## src/rtl/expr_eval_ctrl_pkg.sv

```systemverilog
// Shared types and constants for the streaming expression evaluator.
// Character classes, FSM states, operator encoding and ASCII literals.
package expr_eval_ctrl_pkg;

  typedef enum logic [1:0] {
    TYPE_OTHER = 2'd0,
    TYPE_DIGIT = 2'd1,
    TYPE_OP    = 2'd2,
    TYPE_TERM  = 2'd3
  } char_type_e;

  typedef enum logic [1:0] {
    ST_EXP_NUM = 2'd0,
    ST_EXP_OP  = 2'd1,
    ST_ERR     = 2'd2,
    ST_DONE    = 2'd3
  } state_e;

  typedef enum logic {
    LAST_OP_PLUS = 1'b0,
    LAST_OP_MUL  = 1'b1
  } last_op_e;

  localparam logic [7:0] ASCII_ZERO = 8'h30;
  localparam logic [7:0] ASCII_NINE = 8'h39;
  localparam logic [7:0] ASCII_PLUS = 8'h2B;
  localparam logic [7:0] ASCII_STAR = 8'h2A;
  localparam logic [7:0] ASCII_EQ   = 8'h3D;

  function automatic logic is_digit_char(input logic [7:0] c);
    return (c >= ASCII_ZERO) && (c <= ASCII_NINE);
  endfunction

endpackage

```

## src/rtl/expr_eval_ctrl_char_class.sv

```systemverilog
// Combinational ASCII classifier: character class, multiply flag and digit value.
module expr_eval_ctrl_char_class
  import expr_eval_ctrl_pkg::*;
(
  input  logic [7:0] ch,
  output char_type_e char_type,
  output logic       is_mul,
  output logic [3:0] digit
);

  // '0'..'9' occupy 0x30..0x39, so the low nibble is already the value
  always_comb begin
    char_type = TYPE_OTHER;
    is_mul    = 1'b0;
    digit     = 4'd0;
    if (is_digit_char(ch)) begin
      char_type = TYPE_DIGIT;
      digit     = ch[3:0];
    end else if ((ch == ASCII_PLUS) || (ch == ASCII_STAR)) begin
      char_type = TYPE_OP;
      is_mul    = (ch == ASCII_STAR);
    end else if (ch == ASCII_EQ) begin
      char_type = TYPE_TERM;
    end
  end

endmodule

```

## src/rtl/expr_eval_ctrl.sv

```systemverilog
// Grammar checker and evaluator for "digit (op digit)* =" with '*' binding tighter than '+'.
// Produces one result/error pair per expression over a valid/ready handshake.
module expr_eval_ctrl
  import expr_eval_ctrl_pkg::*;
#(
  parameter int W = 16
) (
  input  logic         clk,
  input  logic         rst_n,
  input  logic [7:0]   char,
  input  logic         char_valid,
  output logic         char_ready,
  output logic [W-1:0] result,
  output logic         result_err,
  output logic         result_valid,
  input  logic         result_ready
);

  state_e       state_q, state_d;
  logic [W-1:0] sum_q, sum_d;
  logic [W-1:0] term_q, term_d;
  last_op_e     last_op_q, last_op_d;
  logic [W-1:0] result_q, result_d;
  logic         result_err_q, result_err_d;
  logic         result_valid_q, result_valid_d;

  char_type_e   char_type;
  logic         is_mul;
  logic [3:0]   digit;
  logic [W-1:0] digit_ext;
  logic         char_accept;

  expr_eval_ctrl_char_class u_char_class (
    .ch        (char),
    .char_type (char_type),
    .is_mul    (is_mul),
    .digit     (digit)
  );

  assign digit_ext    = W'(digit);
  assign char_ready   = (state_q != ST_DONE);
  assign char_accept  = char_valid && char_ready;
  assign result       = result_q;
  assign result_err   = result_err_q;
  assign result_valid = result_valid_q;

  // sum holds the finished '+' terms; term holds the running product not yet added
  always_comb begin
    state_d        = state_q;
    sum_d          = sum_q;
    term_d         = term_q;
    last_op_d      = last_op_q;
    result_d       = result_q;
    result_err_d   = result_err_q;
    result_valid_d = result_valid_q;

    case (state_q)
      ST_EXP_NUM: begin
        if (char_accept) begin
          case (char_type)
            TYPE_DIGIT: begin
              state_d = ST_EXP_OP;
              if (last_op_q == LAST_OP_MUL) begin
                term_d = term_q * digit_ext;
              end else begin
                sum_d  = sum_q + term_q;
                term_d = digit_ext;
              end
            end
            TYPE_TERM: begin
              state_d        = ST_DONE;
              result_d       = '0;
              result_err_d   = 1'b1;
              result_valid_d = 1'b1;
            end
            default: state_d = ST_ERR;
          endcase
        end
      end

      ST_EXP_OP: begin
        if (char_accept) begin
          case (char_type)
            TYPE_OP: begin
              state_d   = ST_EXP_NUM;
              last_op_d = is_mul ? LAST_OP_MUL : LAST_OP_PLUS;
            end
            TYPE_TERM: begin
              state_d        = ST_DONE;
              result_d       = sum_q + term_q;
              result_err_d   = 1'b0;
              result_valid_d = 1'b1;
            end
            default: state_d = ST_ERR;
          endcase
        end
      end

      ST_ERR: begin
        if (char_accept && (char_type == TYPE_TERM)) begin
          state_d        = ST_DONE;
          result_d       = '0;
          result_err_d   = 1'b1;
          result_valid_d = 1'b1;
        end
      end

      // result/result_err are left untouched so the consumer can still read them
      ST_DONE: begin
        if (result_ready) begin
          state_d        = ST_EXP_NUM;
          sum_d          = '0;
          term_d         = '0;
          last_op_d      = LAST_OP_PLUS;
          result_valid_d = 1'b0;
        end
      end

      default: state_d = ST_EXP_NUM;
    endcase
  end

  always_ff @(posedge clk or negedge rst_n) begin
    if (!rst_n) begin
      state_q        <= ST_EXP_NUM;
      sum_q          <= '0;
      term_q         <= '0;
      last_op_q      <= LAST_OP_PLUS;
      result_q       <= '0;
      result_err_q   <= 1'b0;
      result_valid_q <= 1'b0;
    end else begin
      state_q        <= state_d;
      sum_q          <= sum_d;
      term_q         <= term_d;
      last_op_q      <= last_op_d;
      result_q       <= result_d;
      result_err_q   <= result_err_d;
      result_valid_q <= result_valid_d;
    end
  end

endmodule

```

## config.mk

```make
export PLATFORM = sky130hd
export DESIGN_NAME = expr_eval_ctrl
export DESIGN_NICKNAME = d
export VERILOG_FILES = /design/src/rtl/expr_eval_ctrl_pkg.sv /design/src/rtl/expr_eval_ctrl_char_class.sv /design/src/rtl/expr_eval_ctrl.sv
export SDC_FILE = /design/constraint.sdc
export NUM_CORES = 1
export LEC_CHECK = 0
export CORE_MARGIN = 4
export CORE_UTILIZATION = 50
export CTS_CLUSTER_DIAMETER = 100
export DETAILED_ROUTE_END_ITERATION = 7
export PLACE_DENSITY = 0.69
export SLEW_MARGIN = 25
export SYNTH_ARGS = -nofsm -noshare
export SYNTH_HDL_FRONTEND = slang
export SYNTH_SLANG_ARGS = --single-unit
```

## constraint.sdc

```tcl
create_clock -name clk -period 5.2 [get_ports clk]
set_input_delay 1.04 -clock clk [delete_from_list [all_inputs] [get_ports clk]]
set_output_delay 1.04 -clock clk [all_outputs]
set_load 0.01 [all_outputs]
```

==> results.txt <==
- Overall overflow remaining after global route: 0
- Library cells used by synthesis: 58
- In this run the power density over the cells is 220.9 mW/mm².
- Each instance of the synthesized netlist takes up on average 8.668 µm².
- Dividing the detail-routed wire length by the instance count gives 16.44 µm.
- The hold violation total from the final report came to 0.
- Worst-case setup margin in the final layout: 0.2956 ns
- Count of mapped cells out of synthesis: 537
- The worst pin sits at a relative slew slack of 43.33%.
* Largest net degree at the start of global routing: 54
- STA puts the critical path data required time at 5.41 ns.
- Final-report setup violation count: 0
- Dominant cells by area after synthesis: dfrtp_1 28%, fa_1 11%, ha_1 9.4%
- The number of max-slew violations in the final report is 0.
- The initialized floorplan defines 34 standard-cell rows.
- Number of antenna violations at the first check in global routing: 0
* Slew @ Worst Pin: 0.8491 ns
* Leading cell type in the layout, fill and taps excluded: nand2_1
- The clock arrives with 0.007541 ns of skew.
- Number of synthesized flops with an enable pin: 0
- Setup slack on the worst reg-to-reg path comes out at 1.43 ns.
- The number of global-route vias before repair is 4069.
- For this run, the top clock speed supported by timing is 203.9 MHz.
- Clock-pin slew was measured on the worst setup and hold paths at 0.11 ns.
- At the worst endpoint, the arrival time is 5.12 ns.
* Clock network power share: 22.4%
- Final Wtd Congestion: 0.8510
* Die area: 0.01092 mm²
- At the end of the flow, the number of nets in the layout was 651.
* Worst Setup End Kind: flop
- In this run the remaining antenna-violating nets after routing total 0.
- Relative to the synthesized area, the layout overhead comes to 13.52%.
* Antenna Cells: 0
* Remaining design rule violation count: 0
- Post-synth ARST share: 100.0%
* Area share of the leading cell type in the synthesized netlist: 28.49%
- Max_cap viols: 0
- Synthesis warning total: 0
- IR analysis of the VDD net gives a maximum drop of 349.6 µV.
- Leaving out fill and tap cells, the most frequent cells in the layout are 78 x nand2_1, 53 x inv_1, 53 x dfrtp_1.
- Number of flip-flops and latches in the synthesized netlist: 53
* Worst setup path class: in2reg
* TritonCTS clock tree: built
- Switching part of the total: 38.04%
- The die is 104.5 µm tall.
* Startpoint types: input pin
- In this run the worst setup path terminates at term_q[14].
- In this run the worst setup path begins at char[7].
- Count of TritonRoute iterations in the first routing pass: 5
* FF-to-FF Start: term_q[1]
* Class of the tightest hold or removal check: reg2reg
- Along the worst path, the maximum fanout reaches 4.
- Buffers placed on the I/O ports in this run total 30.
- In this run the critical register-to-register path is captured at term_q[14].
- Internal Pwr Total: 0.0007233 W
* Share of synthesized area occupied by flip-flops and latches: 28.49%
- Resized Gates After CTS: 0
- Across every metal layer, demand over resource in global routing totals 21.79%.
* Initial cell density of the core: 52.35%
- Status: complete, no violations
- Post-CTS timing repair inserted 0 buffers for setup.
- Summed over all nets, the half-perimeter wirelength after detailed placement is 8755 µm.
- The most used flip-flop cell after synthesis is dfrtp_1.
* Power share of the sequential group: 41.7%
- Total clock buffers created by CTS: 5
- Wire length of the first global-routing pass: 19740 µm
- The routed design could run at a clock period as short as 4.904 ns.
- Unrepaired setup endpoints after global routing: no
* H-tree depth reported by CTS: 2
- Of the total power, combinational logic draws 35.9%.
- Final standard cell count with taps included and fillers excluded: 687
- Number of buffers inserted by hold repair at cts: 0
- Summed over all nets, the switching power comes to 0.0004441 W.
- Counting every net in the synthesized netlist gives 610.
- Max Root-Sink Buffers: 2
- Pre-CTS worst setup slack: -0.07294 ns
- R2r worst-path depth: 13
- Pin placement for this block handled 31 I/O pins.
* Leakage power: 2.581 nW
- Total standard cell area after synthesis: 0.004654 mm²
- Placed cells: 679
- Cells fill 59.43% of the core in the end.
- Clock tree synthesis selected as its root buffer the cell clkbuf_8.
- The tree built by TritonCTS fans out to 53 sinks.
* Die X: 104.5 µm
- Fraction of final layout cells with drive strength greater than 1: 7.772%
- Core region area: 0.008891 mm²
- Crit share post-route: 94.32%
- Mean number of vias per cell: 5.760
- The clock reaches the later pin of the worst-skew pair after 0.31 ns.
* Via count: 3957
- Counting the fill cells in the layout gives 801.
- Of all cell types, the one taking the most synthesized area is dfrtp_1.
- Number of design-rule violations left by the first detailed-router iteration: 183
- DRT Wirelength: 11300 µm
[worst min path at each step]
stage | start | endpoint | slack, ns | depth (start not counted)
after floorplan | sum_q[14] | sum_q[14] | 0.46 | 2
after global placement | result[8] | result[8] | 0.46 | 2
after detailed placement | result[8] | result[8] | 0.47 | 2
after CTS | result[8] | result[8] | 0.49 | 2
after global routing | sum_q[4] | sum_q[4] | 0.52 | 2
final | result[8] | result[8] | 0.49 | 2
[synth_stat cells, types with 2 or more instances]
| cell | instances |
|---|---|
| fa_1 | 26 |
| nor3_1 | 10 |
| nor2b_1 | 2 |
| o21ai_1 | 2 |
| a31oi_1 | 4 |
| a211oi_1 | 7 |
| o21ai_0 | 46 |
| nand2b_1 | 2 |
| and4_1 | 3 |
| o211ai_1 | 3 |
| buf_2 | 6 |
| a21o_1 | 11 |
| ha_1 | 35 |
| clkbuf_1 | 13 |
| mux2i_1 | 4 |
| nand4b_1 | 2 |
| nand2_1 | 78 |
| o31ai_1 | 10 |
| dfrtp_1 | 53 |
| nor4_1 | 2 |
| xnor2_1 | 9 |
| and2_0 | 2 |
| and3b_1 | 2 |
| a21oi_1 | 20 |
| nand4_1 | 5 |
| nand3_1 | 7 |
| and3_1 | 6 |
| mux2_2 | 3 |
| o21a_1 | 6 |
| a22o_1 | 6 |
| inv_1 | 53 |
| xor2_1 | 12 |
| nor2_1 | 23 |
| and2_1 | 38 |
| a32o_1 | 2 |
| o31a_1 | 2 |
[metrics by stage]
step	hold slack, ns	setup TNS, ns	total power, W	area (µm²)
floorplan	0.4551	0	0.0007536	4654
global placement	0.4624	0	0.0009024	5185
detailed placement	0.4695	-0.07294	0.0009140	5185
CTS	0.4940	0	0.001175	5284
global route	0.5187	0	0.001250	5284
finish	0.4872	0	0.001167	5284
[final cells by class]
class	count	area (µm²)	share of cell area (%)
clock inverters	2	16.27	0.3078
well taps	108	135.1	2.557
inverters	54	202.7	3.836
multi-input cells	411	3053	57.78
flip-flops and latches	53	1326	25.10
repair buffers	53	467.9	8.856
clock buffers	6	82.58	1.563
[worst max-delay path: stages]
cell             delay [ns]
clkdlybuf4s50_1        0.42
and4bb_2               0.34
and3_1                 0.22
nand2_1                0.09
fa_1                   0.49
fa_1                   0.55
inv_1                  0.06
fa_1                   0.43
a21o_1                 0.18
a21o_1                 0.20
a2111oi_0              0.41
buf_4                  0.18
o211ai_1               0.11
and3_1                 0.20
o31ai_1                0.20
[per-layer routing]
metal | part of all wire (%) | global-route usage [%] | vias up | wire length, µm
met4 | 1.4 | 5.413 | 0 | 163
li1 | - | - | 1923 | -
met2 | 47 | 36.07 | 87 | 5301
met5 | 0 | 0 | - | 0
met3 | 3.8 | 2.421 | 18 | 432
met1 | 48 | 30.51 | 1929 | 5399
[registers in the layout (all words and copies together), names as in the netlist]
signal / flops
last_op_q: 1
result: 16
result_err: 1
result_valid: 1
state_q: 2
sum_q: 16
term_q: 16
[cells by family (layout without fill, tap and decap cells)]
kind of cell	after synthesis	count (layout)	synth area share [%]
and+or+nand+nor	190	190	20.73
AOI/OAI and AO/OA	131	131	18.12
buffers and inverters	73	115	6.048
adders and majority gates	61	61	20.59
DFF	53	53	28.49
xor gates and xnor gates	22	22	4.436
muxes	7	7	1.586
[power by group through the flow]
| stage | logic, W | registers (W) | clock network (W) |
|---|---|---|---|
| after detailed placement | 0.000419 | 0.000495 | 0 |
| after floorplan | 0.000260 | 0.000494 | 0 |
| after global routing | 0.000473 | 0.000493 | 0.000284 |
| final | 0.000419 | 0.000486 | 0.000262 |
| after CTS | 0.000422 | 0.000487 | 0.000266 |
| after global placement | 0.000410 | 0.000492 | 0 |
Power figures use the tool's default switching activity.
